### src/rtl/spi_arb_pkg.sv
// rtl/spi_arb_pkg.sv - shared types and defaults for the SPI transaction arbiter
package spi_arb_pkg;

  localparam int NUM_REQ_DEF  = 4;
  localparam int ADDR_W_DEF   = 8;
  localparam int DATA_W_DEF   = 8;
  localparam int TOUT_CYC_DEF = 1000;
  localparam int TOUT_W       = 16;

  typedef enum logic [1:0] {
    ST_IDLE      = 2'd0,
    ST_ISSUE     = 2'd1,
    ST_WAIT_BUSY = 2'd2,
    ST_WAIT_DONE = 2'd3
  } arb_state_e;

endpackage

### src/rtl/rr_pick.sv
// rtl/rr_pick.sv - combinational round-robin selector starting the search at ptr
module rr_pick #(
  parameter int N     = 4,
  parameter int IDX_W = 2
) (
  input  logic [N-1:0]     req,
  input  logic [IDX_W-1:0] ptr,
  output logic [N-1:0]     grant,
  output logic [IDX_W-1:0] idx
);

  // Walk offsets from farthest to nearest so the requester closest to ptr wins last.
  always_comb begin
    int cand;
    logic [IDX_W-1:0] cand_idx;
    cand     = 0;
    cand_idx = '0;
    idx      = '0;
    for (int off = N - 1; off >= 0; off--) begin
      cand = int'(ptr) + off;
      if (cand >= N) begin
        cand = cand - N;
      end
      cand_idx = IDX_W'(cand);
      if (req[cand_idx]) begin
        idx = cand_idx;
      end
    end
    grant = (req != '0) ? (N'(1) << idx) : '0;
  end

endmodule

### src/rtl/spi_arbiter.sv
// rtl/spi_arbiter.sv - round-robin arbiter sharing one SPI master; SPI_ARB_TIMEOUT_EN adds a transfer timeout
module spi_arbiter
  import spi_arb_pkg::*;
#(
  parameter int NUM_REQ = NUM_REQ_DEF,
  parameter int ADDR_W  = ADDR_W_DEF,
  parameter int DATA_W  = DATA_W_DEF
`ifdef SPI_ARB_TIMEOUT_EN
  ,
  parameter int TOUT_CYC = TOUT_CYC_DEF
`endif
) (
  input  logic                      clk,
  input  logic                      w_reset,
  input  logic [NUM_REQ-1:0]        req_valid,
  input  logic [NUM_REQ*ADDR_W-1:0] req_addr,
  input  logic [NUM_REQ*DATA_W-1:0] req_data,
  output logic [NUM_REQ-1:0]        req_ready,
  output logic [NUM_REQ-1:0]        req_done,
  output logic                      spi_start,
  output logic [ADDR_W-1:0]         spi_addr,
  output logic [DATA_W-1:0]         spi_data,
  input  logic                      spi_ready,
  output logic                      busy,
  output logic                      tout_err
);

  localparam int IDX_W = $clog2(NUM_REQ);

  arb_state_e         state_q, state_d;
  logic [IDX_W-1:0]   ptr_q, ptr_d;
  logic [IDX_W-1:0]   g_q, g_d;
  logic [ADDR_W-1:0]  addr_q, addr_d;
  logic [DATA_W-1:0]  data_q, data_d;
  logic [NUM_REQ-1:0] ready_q, ready_d;
  logic [NUM_REQ-1:0] done_q, done_d;
  logic               start_q, start_d;

  logic [NUM_REQ-1:0] pick_grant;
  logic [IDX_W-1:0]   pick_idx;
  logic [NUM_REQ-1:0] done_onehot;
  logic [IDX_W-1:0]   ptr_next;

`ifdef SPI_ARB_TIMEOUT_EN
  logic [TOUT_W-1:0]  cnt_q, cnt_d;
  logic               tout_q, tout_d;
  logic               tout_hit;

  assign tout_hit = (cnt_q == TOUT_W'(TOUT_CYC - 1));
`endif

  assign done_onehot = NUM_REQ'(1) << g_q;
  assign ptr_next    = (g_q == IDX_W'(NUM_REQ - 1)) ? '0 : g_q + IDX_W'(1);

  rr_pick #(
    .N     (NUM_REQ),
    .IDX_W (IDX_W)
  ) u_rr_pick (
    .req   (req_valid),
    .ptr   (ptr_q),
    .grant (pick_grant),
    .idx   (pick_idx)
  );

  // Next-state and pulse generation; pulses default low so each lasts one cycle.
  always_comb begin
    state_d = state_q;
    ptr_d   = ptr_q;
    g_d     = g_q;
    addr_d  = addr_q;
    data_d  = data_q;
    ready_d = '0;
    done_d  = '0;
    start_d = 1'b0;
`ifdef SPI_ARB_TIMEOUT_EN
    cnt_d   = cnt_q;
    tout_d  = 1'b0;
`endif
    case (state_q)
      ST_IDLE: begin
        if (spi_ready && (req_valid != '0)) begin
          g_d     = pick_idx;
          ready_d = pick_grant;
          for (int i = 0; i < NUM_REQ; i++) begin
            if (pick_grant[i]) begin
              addr_d = req_addr[i*ADDR_W +: ADDR_W];
              data_d = req_data[i*DATA_W +: DATA_W];
            end
          end
          state_d = ST_ISSUE;
        end
      end
      ST_ISSUE: begin
        start_d = 1'b1;
        state_d = ST_WAIT_BUSY;
`ifdef SPI_ARB_TIMEOUT_EN
        cnt_d   = '0;
`endif
      end
      ST_WAIT_BUSY: begin
        if (!spi_ready) begin
          state_d = ST_WAIT_DONE;
`ifdef SPI_ARB_TIMEOUT_EN
          cnt_d   = '0;
`endif
        end
`ifdef SPI_ARB_TIMEOUT_EN
        else if (tout_hit) begin
          tout_d  = 1'b1;
          done_d  = done_onehot;
          ptr_d   = ptr_next;
          state_d = ST_IDLE;
        end else begin
          cnt_d = cnt_q + TOUT_W'(1);
        end
`endif
      end
      ST_WAIT_DONE: begin
        if (spi_ready) begin
          done_d  = done_onehot;
          ptr_d   = ptr_next;
          state_d = ST_IDLE;
        end
`ifdef SPI_ARB_TIMEOUT_EN
        else if (tout_hit) begin
          tout_d  = 1'b1;
          done_d  = done_onehot;
          ptr_d   = ptr_next;
          state_d = ST_IDLE;
        end else begin
          cnt_d = cnt_q + TOUT_W'(1);
        end
`endif
      end
      default: begin
        state_d = ST_IDLE;
      end
    endcase
  end

  // State, latched transfer and registered pulses; reset abandons any transfer in flight.
  always_ff @(posedge clk or negedge w_reset) begin
    if (!w_reset) begin
      state_q <= ST_IDLE;
      ptr_q   <= '0;
      g_q     <= '0;
      addr_q  <= '0;
      data_q  <= '0;
      ready_q <= '0;
      done_q  <= '0;
      start_q <= 1'b0;
`ifdef SPI_ARB_TIMEOUT_EN
      cnt_q   <= '0;
      tout_q  <= 1'b0;
`endif
    end else begin
      state_q <= state_d;
      ptr_q   <= ptr_d;
      g_q     <= g_d;
      addr_q  <= addr_d;
      data_q  <= data_d;
      ready_q <= ready_d;
      done_q  <= done_d;
      start_q <= start_d;
`ifdef SPI_ARB_TIMEOUT_EN
      cnt_q   <= cnt_d;
      tout_q  <= tout_d;
`endif
    end
  end

  assign req_ready = ready_q;
  assign req_done  = done_q;
  assign spi_start = start_q;
  assign spi_addr  = addr_q;
  assign spi_data  = data_q;
  assign busy      = (state_q != ST_IDLE);
`ifdef SPI_ARB_TIMEOUT_EN
  assign tout_err  = tout_q;
`else
  assign tout_err  = 1'b0;
`endif

endmodule

### config.mk
export PLATFORM = sky130hd
export DESIGN_NAME = spi_arbiter
export DESIGN_NICKNAME = d
export VERILOG_FILES = /design/src/rtl/spi_arb_pkg.sv /design/src/rtl/rr_pick.sv /design/src/rtl/spi_arbiter.sv
export SDC_FILE = /design/constraint.sdc
export NUM_CORES = 1
export LEC_CHECK = 0
export ABC_AREA = 0
export CORE_ASPECT_RATIO = 2
export CORE_MARGIN = 2
export CORE_UTILIZATION = 41
export CTS_CLUSTER_SIZE = 8
export DETAILED_ROUTE_END_ITERATION = 6
export GPL_TIMING_DRIVEN = 0
export PLACE_DENSITY_LB_ADDON = 0.05
export SLEW_MARGIN = 20
export SYNTH_ARGS = -nofsm -noshare
export SYNTH_HDL_FRONTEND = slang
export SYNTH_SLANG_ARGS = --single-unit
### constraint.sdc
create_clock -name clk -period 3.84 [get_ports clk]
set_input_delay 0.576 -clock clk [delete_from_list [all_inputs] [get_ports clk]]
set_output_delay 0.576 -clock clk [all_outputs]
set_load 0.01 [all_outputs]
======== Word level (Yosys, flattened, before mapping) ========
Index checks and enable logic that the tools add are counted.
storage, ports and cells
  flip-flop bits (word level) ............. 31
  bits of input ports ..................... 71
  output and inout bits ................... 27
  word-level logic and storage cells ...... 77
cells by class
  add/subtract/negate cells ............... 8
  $lt $le $gt $ge ......................... 8
  equal/unequal tests ..................... 7
  shift-type cells ........................ 2
  multiplexer cells ....................... 35
  reduce and logical (&&, ||, !) cells .... 9
operator list
  cell                 count
  $mux 8               8
  $mux 2               12
  $mux 4               5
  $lt 2x3->1 const B   4
  $ge 3x3->1 const B   3
  $bmux 1 s2           4
  $pmux 2 s4           1
  $reduce_bool 4->1    2
  $shl 1x2->4 const A  2
  $sub 2x1->2 const B  4
  $add 2x2->3 const B  2
  $eq 2x2->1 const B   3
  $ne 2x2->1 const B   3
  $reduce_and 3->1     2
  $mux 1               5
  $reduce_and 2->1     2
  $add 2x1->3 const B  1
  $ge 2x3->1 const B   1
  $add 2x1->2 const B  1
  $eq 2x1->1 const B   1
  $logic_not 2->1      1
  $reduce_bool 2->1    1
  $logic_and 1x1->1    1

======== Longest topological paths before layout ========
Gate-level depths: netlist of the first run.
  depth after elaboration ................. 15
  depth in mapped cells ................... 7
  mapped depth without buffers ............ 5

======== Hierarchy ========
From an unflattened synthesis of the first run, not the netlist that was laid out.
second synthesis, totals
  cell total of the unflattened synthesis .. 195
  area, all modules ....................... 2040.7 sq um
modules (own cells, without submodules)
  module       instances  cells each  area each (sq um)  sequential area each (sq um)
  spi_arbiter  1          164         1836.8             775.7
  rr_pick      1          31          203.9              0.0

======== Worst setup path after synthesis of the first run ========
No wires, ideal clock.
  path type ............................... in2reg
  start point ............................. input port req_valid[3]
  end point ............................... register addr_q[7] (netlist: spi_addr[7])
  library setup time ...................... 0.132 ns
  arrival time ............................ 1.566 ns
  data required time ...................... 3.708 ns
  path slack .............................. 2.142 ns
  stages .................................. 7
  buffers on the path ..................... 2
  cell sequence ........................... o41ai_2 > inv_1 > nand2_1 > or2_1 > buf_6 > buf_8 > o221ai_2
between the ends
  longest elaborated chain between the ends .. 11
  elaborated cells on any way between the ends .. 21
  those cells by class .................... shift (1); mux (16); reduce/logical (4)
ends and longest elaborated chain
  element                       line                RTL
  start: declaration            spi_arbiter.sv:15   input logic [NUM_REQ-1:0] req_valid,
  $bmux 1 s2                    rr_pick.sv:25       if (req[cand_idx]) begin
  $mux 1 (implied by the code)  rr_pick.sv:25
  $mux 2 (4 in a row)           rr_pick.sv:25
  $shl 1x2->4                   rr_pick.sv:29       grant = (req != '0) ? (N'(1) << idx) : '0;
  $mux 4                        rr_pick.sv:29
  $mux 8 (3 in a row)           spi_arbiter.sv:85   if (pick_grant[i]) begin
  end signal: assignment        spi_arbiter.sv:160  addr_q <= addr_d;
  end: declaration              spi_arbiter.sv:33   logic [ADDR_W-1:0] addr_q, addr_d;
Several ways; a longest one is shown, not always the timed one. The select of a mux whose other input is x is not followed.
A chain may end at the register's enable or synchronous reset.

======== Worst setup path after layout of the first run ========
  start point ............................. register state_q[0]
  end point ............................... output port busy
between the ends
  longest elaborated chain between the ends .. 1
ends and longest elaborated chain
  element                   line                RTL
  start: declaration        spi_arbiter.sv:30   arb_state_e state_q, state_d;
  start signal: assignment  spi_arbiter.sv:157  state_q <= state_d;
  $reduce_bool 2->1         spi_arbiter.sv:177  assign busy = (state_q != ST_IDLE);
  end: declaration          spi_arbiter.sv:24   output logic busy,
No other way between the ends.

==> results.json, run 1 <==
{
  "ctsResizeCount": 0,
  "wirelength_mm": 4.81,
  "layout.nets": 338,
  "core_area_sq_um": 4300,
  "drcViolationCount": 0,
  "dp.cells": 306,
  "final_common_cell": "clkdlybuf4s50_1",
  "period_needed_ps": 2230,
  "final_cells": 314,
  "max_slew_margin": 0.523,
  "syn2layout_area_growth_pct": 60.9,
  "syn-num-nets": 235,
  "setup_ws_ps": 1610,
  "ctsHoldBuffers": 0,
  "synth.distinct_cells": 27,
  "ys.warnings.count": 0,
  "initial_utilization": 0.422,
  "setup.worst_path.start": "state_q[0]$_DFFE_PN0P_",
  "cts-buffers-inserted": 5,
  "vias_per_cell": 5.10,
  "track_usage": 0.211,
  "routedWlPerCell_microns": 15.3,
  "required_ps": 3260,
  "antenna_cells": 0,
  "cts_buffer_depth": 2,
  "grt_pass1_wl_mm": 7.90,
  "fp-row-count": 34,
  "synth_top_cells_by_area": "dfrtp_1, mux2i_1, o221ai_2",
  "ys_ff_latch": 31,
  "postSynthAreaPerCell_sq_um": 11.6,
  "io_buffer_count": 96,
  "maxSlewViolCount": 0,
  "die_w_microns": 51.0,
  "utilization": 0.679,
  "ir_worst_vdd_uv": 409,
  "path_max_fanout": 5,
  "root_buffer": "clkbuf_8",
  "detail-route-antenna-nets": 0,
  "power.static_leakage_nw": 1.30,
  "tightest_slew_ps": 716,
  "mostFrequentLayoutCells": "clkdlybuf4s50_1, mux2i_1, dfrtp_1, nand2_1",
  "dr_total_vias": 1602,
  "clk_latency_ps": 280,
  "cts.htree.levels": 2,
  "worstSetupStartpointType": "flip-flop",
  "design.die.area_sq_um": 5010,
  "p_total_mw": 1.70,
  "syn_inst": 156,
  "worstReg2RegStart": "ptr_q[0]$_DFFE_PN0P_",
  "max_cap_violations": 0,
  "dp_hpwl_mm": 3.71,
  "yosys.area.top_type": "dfrtp_1",
  "cts_sinks": 31,
  "period_share": 0.580,
  "skew_ps": 6.23,
  "cts_tree": "done",
  "hold_class": "input port to async pin",
  "criticalPathCategory": "flip-flop to output port",
  "drt_iter0_markers": 15,
  "dpl_cell_area_sq_um": 2840,
  "drtPass1Iterations": 4,
  "drive_gt1_frac": 0.112,
  "yosysSeqAreaShare": 0.428,
  "die_h_microns": 98.1,
  "cp.arrival_ps": 1650,
  "num_io_pins": 98,
  "cts_setup_buffers": 0,
  "path_clk_slew_ps": 70,
  "crit_path_end_kind": "output port",
  "routabilityCongestion": 0.711,
  "finalSetupTns_ps": 0,
  "max_freq_ghz": 0.449,
  "status": "completed",
  "grt_pass1_vias": 1688,
  "pre_cts_ws_ps": 1450,
  "grt.overflow.total": 0,
  "timing.hold.ws_ps": 346,
  "fin_area_sq_um": 2920,
  "syn_area_sq_um": 1810,
  "power_density_nw_per_um2": 582,
  "final-hold-violation-count": 0,
  "grt_start_max_net_pins": 32,
  "setup_violations": 0,
  "antenna_found_initial": 0,
  "yosysTopAreaCellShare": 0.428,
  "rsz0062_at_grt": "no"
}
[routing by layer]
layer | track usage | vias to the layer above | wire length [microns]
met5 | 0 | - | 0
met4 | 0.0624 | 0 | 65
met3 | 0.0413 | 7 | 250
met2 | 0.414 | 64 | 2870
met1 | 0.211 | 764 | 1630
li1 | - | 767 | -
[layout make-up]
class / instances / area [sq um]
flip-flops and latches: 31 / 776
well taps: 54 / 67.6
clock buffers: 7 / 76.3
clock inverters: 1 / 5.00
fillers: 365 / 1380
inverters: 8 / 30.0
multi-input cells: 107 / 900
plain buffers: 10 / 109
repair buffers: 96 / 956
[path summary, 6_finish.rpt]
kind | slack [ps] | cells past startpoint | endpoint
setup / recovery | 1610 | 4 | busy
hold / removal | 350 | 1 | g_q[1]$_DFFE_PN0P_
setup reg to reg | 2100 | 7 | spi_data[1]$_DFFE_PN0P_
hold reg to reg | 490 | 2 | spi_addr[1]$_DFFE_PN0P_
max in group asynchronous | 3020 | 1 | spi_addr[7]$_DFFE_PN0P_
min in group clk | 490 | 2 | spi_addr[1]$_DFFE_PN0P_
[cell families (layout without fill, tap and decap cells)]
logic type,after synthesis,after routing,share of synthesized area
AOI/OAI and AO/OA,27,27,0.154
muxes,34,34,0.188
DFF,31,31,0.428
other,1,1,0.00207
buffers and inverters,18,122,0.0765
and+or+nand+nor,37,37,0.0966
adders and majority gates,8,8,0.0552
[critical path: stages (launching register included)]
cell             delay, ps
dfrtp_1                400
inv_1                   80
ha_1                   290
inv_1                   80
clkdlybuf4s50_1        530
[power by group]
part           internal (mW)  leakage (nW)  switching (mW)
clock                  0.127        0.0422           0.119
sequential             0.452         0.398          0.0814
combinational          0.504         0.860           0.415
[Yosys cell counts, drive strengths merged]
cell type,instances
a211oi,1
a21oi,3
o221ai,16
or2,1
mux2,1
nand3b,1
nor2b,1
inv,8
ha,8
a2bb2oi,1
nand3,1
o32a,1
dfrtp,31
buf,10
o21ai,2
nor2,4
o31ai,1
nand2,24
a221oi,1
and3,4
nor3b,1
conb,1
mux2i,33
o41ai,1
[sequential cells by signal (all words and copies together), names as in the netlist]
register and flops:
state_q 2, spi_data 8, g_q 2, spi_start 1, ptr_q 2, req_done 4, req_ready 4, spi_addr 8
(Power assumes the default switching activity.)
==> run 2: changes to the inputs <==
--- a/config.mk
+++ b/config.mk
@@ -8,7 +8,7 @@
 export ABC_AREA = 0
 export CORE_ASPECT_RATIO = 2
 export CORE_MARGIN = 2
-export CORE_UTILIZATION = 41
+export CORE_UTILIZATION = 35
 export CTS_CLUSTER_SIZE = 8
 export DETAILED_ROUTE_END_ITERATION = 6
 export GPL_TIMING_DRIVEN = 0
==> constraint.sdc (replaced) <==
create_clock -name clk -period 1.92 [get_ports clk]
set_input_delay 0.288 -clock clk [delete_from_list [all_inputs] [get_ports clk]]
set_output_delay 0.288 -clock clk [all_outputs]
set_load 0.01 [all_outputs]
==> run 2 against run 1 <==
Net effect:
- worst hold slack got worse by 290 ps
- clock skew fell by 3.7 ps
- final area rose by 0.51%
- wire length fell by 3.0%
- sequential share of layout area fell by 0.14 points
- total power rose by 100%
- clock power rose by 94%
- first-iteration DRC count fell by 6.7%
- critical path type unchanged
==> results.json, run 2 (same netlist as run 1, synthesis figures left out) <==
{
  "status": "completed",
  "wirelength_mm": 4.67,
  "drt_iter0_markers": 14,
  "ir_worst_vdd_uv": 610,
  "clk_latency_ps": 280,
  "skew_ps": 2.52,
  "cts_buffer_depth": 2,
  "tightest_slew_ps": 696,
  "power_density_nw_per_um2": 1160,
  "mostFrequentLayoutCells": "clkdlybuf4s50_1, mux2i_1, dfrtp_1, nand2_1",
  "final-hold-violation-count": 0,
  "grt_start_max_net_pins": 32,
  "die_h_microns": 106,
  "max_freq_ghz": 0.542,
  "grt.overflow.total": 0,
  "root_buffer": "clkbuf_8",
  "core_area_sq_um": 5090,
  "max_slew_margin": 0.536,
  "vias_per_cell": 4.97,
  "rsz0062_at_grt": "no",
  "dp_hpwl_mm": 3.66,
  "required_ps": 1630,
  "worstSetupStartpointType": "flip-flop",
  "period_share": 0.961,
  "num-fill-cells": 476,
  "path_max_fanout": 5,
  "cp_slowest_stage_delay_ps": 530,
  "design.die.area_sq_um": 5810,
  "cts.htree.levels": 2,
  "io_buffer_count": 96,
  "cts-buffers-inserted": 5,
  "fp-row-count": 37,
  "r2r_slack_ps": 200,
  "drtPass1Iterations": 2,
  "critical-path-top-delay-family": "buffers and inverters",
  "power.static_leakage_nw": 1.30,
  "dr_total_vias": 1586,
  "grt_pass1_wl_mm": 7.42,
  "grt_pass1_vias": 1626,
  "final_common_cell": "clkdlybuf4s50_1",
  "setup_violations": 0,
  "criticalPathCategory": "flip-flop to output port",
  "drcViolationCount": 0,
  "die_w_microns": 54.9,
  "syn2layout_area_growth_pct": 61.7,
  "track_usage": 0.179,
  "ctsHoldBuffers": 0,
  "p_total_mw": 3.39,
  "maxSlewViolCount": 0,
  "fin_area_sq_um": 2930,
  "pre_cts_ws_ps": -190,
  "cts_tree": "done",
  "antenna_cells": 0,
  "hold_class": "input port to async pin",
  "path_buf_inv": 3,
  "slowest_stage": "clkdlybuf4s50_1",
  "routedWlPerCell_microns": 14.6,
  "detail-route-antenna-nets": 0,
  "path_clk_slew_ps": 60,
  "cts_sinks": 31,
  "path_cells": "inv_1, ha_2, inv_1, clkdlybuf4s50_1",
  "routabilityCongestion": 0.681,
  "cp.arrival_ps": 1560,
  "max_cap_violations": 0,
  "period_needed_ps": 1840,
  "initial_utilization": 0.356,
  "num_io_pins": 98,
  "antenna_found_initial": 0,
  "drive_gt1_frac": 0.119,
  "dpl_cell_area_sq_um": 2840,
  "crit_path_end_kind": "output port",
  "setup_ws_ps": 75.4,
  "critPathMostFrequentCell": "inv_1",
  "layout.nets": 339
}
[run 2: cell types whose count changed in the layout (fill, tap and decap cells not counted)]
cell / change
buf_4: +1
ha_1: -1
ha_2: +1
[run 2: path summary, 6_finish.rpt]
path,from,endpoint,cells after the start
min reg2reg,spi_addr[1]$_DFFE_PN0P_,spi_addr[1]$_DFFE_PN0P_,2
min,w_reset,req_done[1]$_DFF_PN0_,1
max,state_q[0]$_DFFE_PN0P_,busy,4
max reg2reg,ptr_q[0]$_DFFE_PN0P_,spi_addr[5]$_DFFE_PN0P_,7
max in group asynchronous,w_reset,spi_addr[6]$_DFFE_PN0P_,1
min in group clk,spi_addr[1]$_DFFE_PN0P_,spi_addr[1]$_DFFE_PN0P_,2
[run 2: cell type report]
| class | instances | area, sq um | area share |
|---|---|---|---|
| plain buffers | 10 | 109 | 0.0371 |
| clock buffers | 7 | 76.3 | 0.0260 |
| clock inverters | 1 | 5.00 | 0.00171 |
| inverters | 8 | 30.0 | 0.0102 |
| multi-input cells | 107 | 902 | 0.307 |
| flip-flops and latches | 31 | 776 | 0.264 |
| well taps | 58 | 72.6 | 0.0247 |
| repair buffers | 97 | 963 | 0.328 |
[run 2: where the power goes]
part | total, mW | internal [mW] | switching (mW)
Sequential | 1.06 | 0.904 | 0.155
Combinational | 1.86 | 1.03 | 0.831
Clock | 0.477 | 0.254 | 0.223
[run 2: per-stage QoR]
stage | hold WS [ps] | util | std cells | TNS, ps
2_1_floorplan | -7.59 | - | 156 | 0
3_3_place_gp | 469 | 0.559 | 310 | -4320
3_5_place_dp | 387 | 0.558 | 310 | -2550
4_1_cts | 80.9 | 0.575 | 318 | 0
5_1_grt | 109 | 0.576 | 319 | 0
6_report | 52.2 | 0.576 | 319 | 0
[run 2: timing repair]
item	CTS	global route
resized for setup	1	0
setup buffers	0	1
setup endpoints to repair	1	1
[run 2: per-layer routing]
metal | routed length [microns] | part of all wire | global-route usage
met1 | 1580 | 0.34 | 0.175
met2 | 2730 | 0.58 | 0.327
met3 | 289 | 0.062 | 0.0467
met4 | 66 | 0.014 | 0.0732
met5 | 0 | 0 | 0
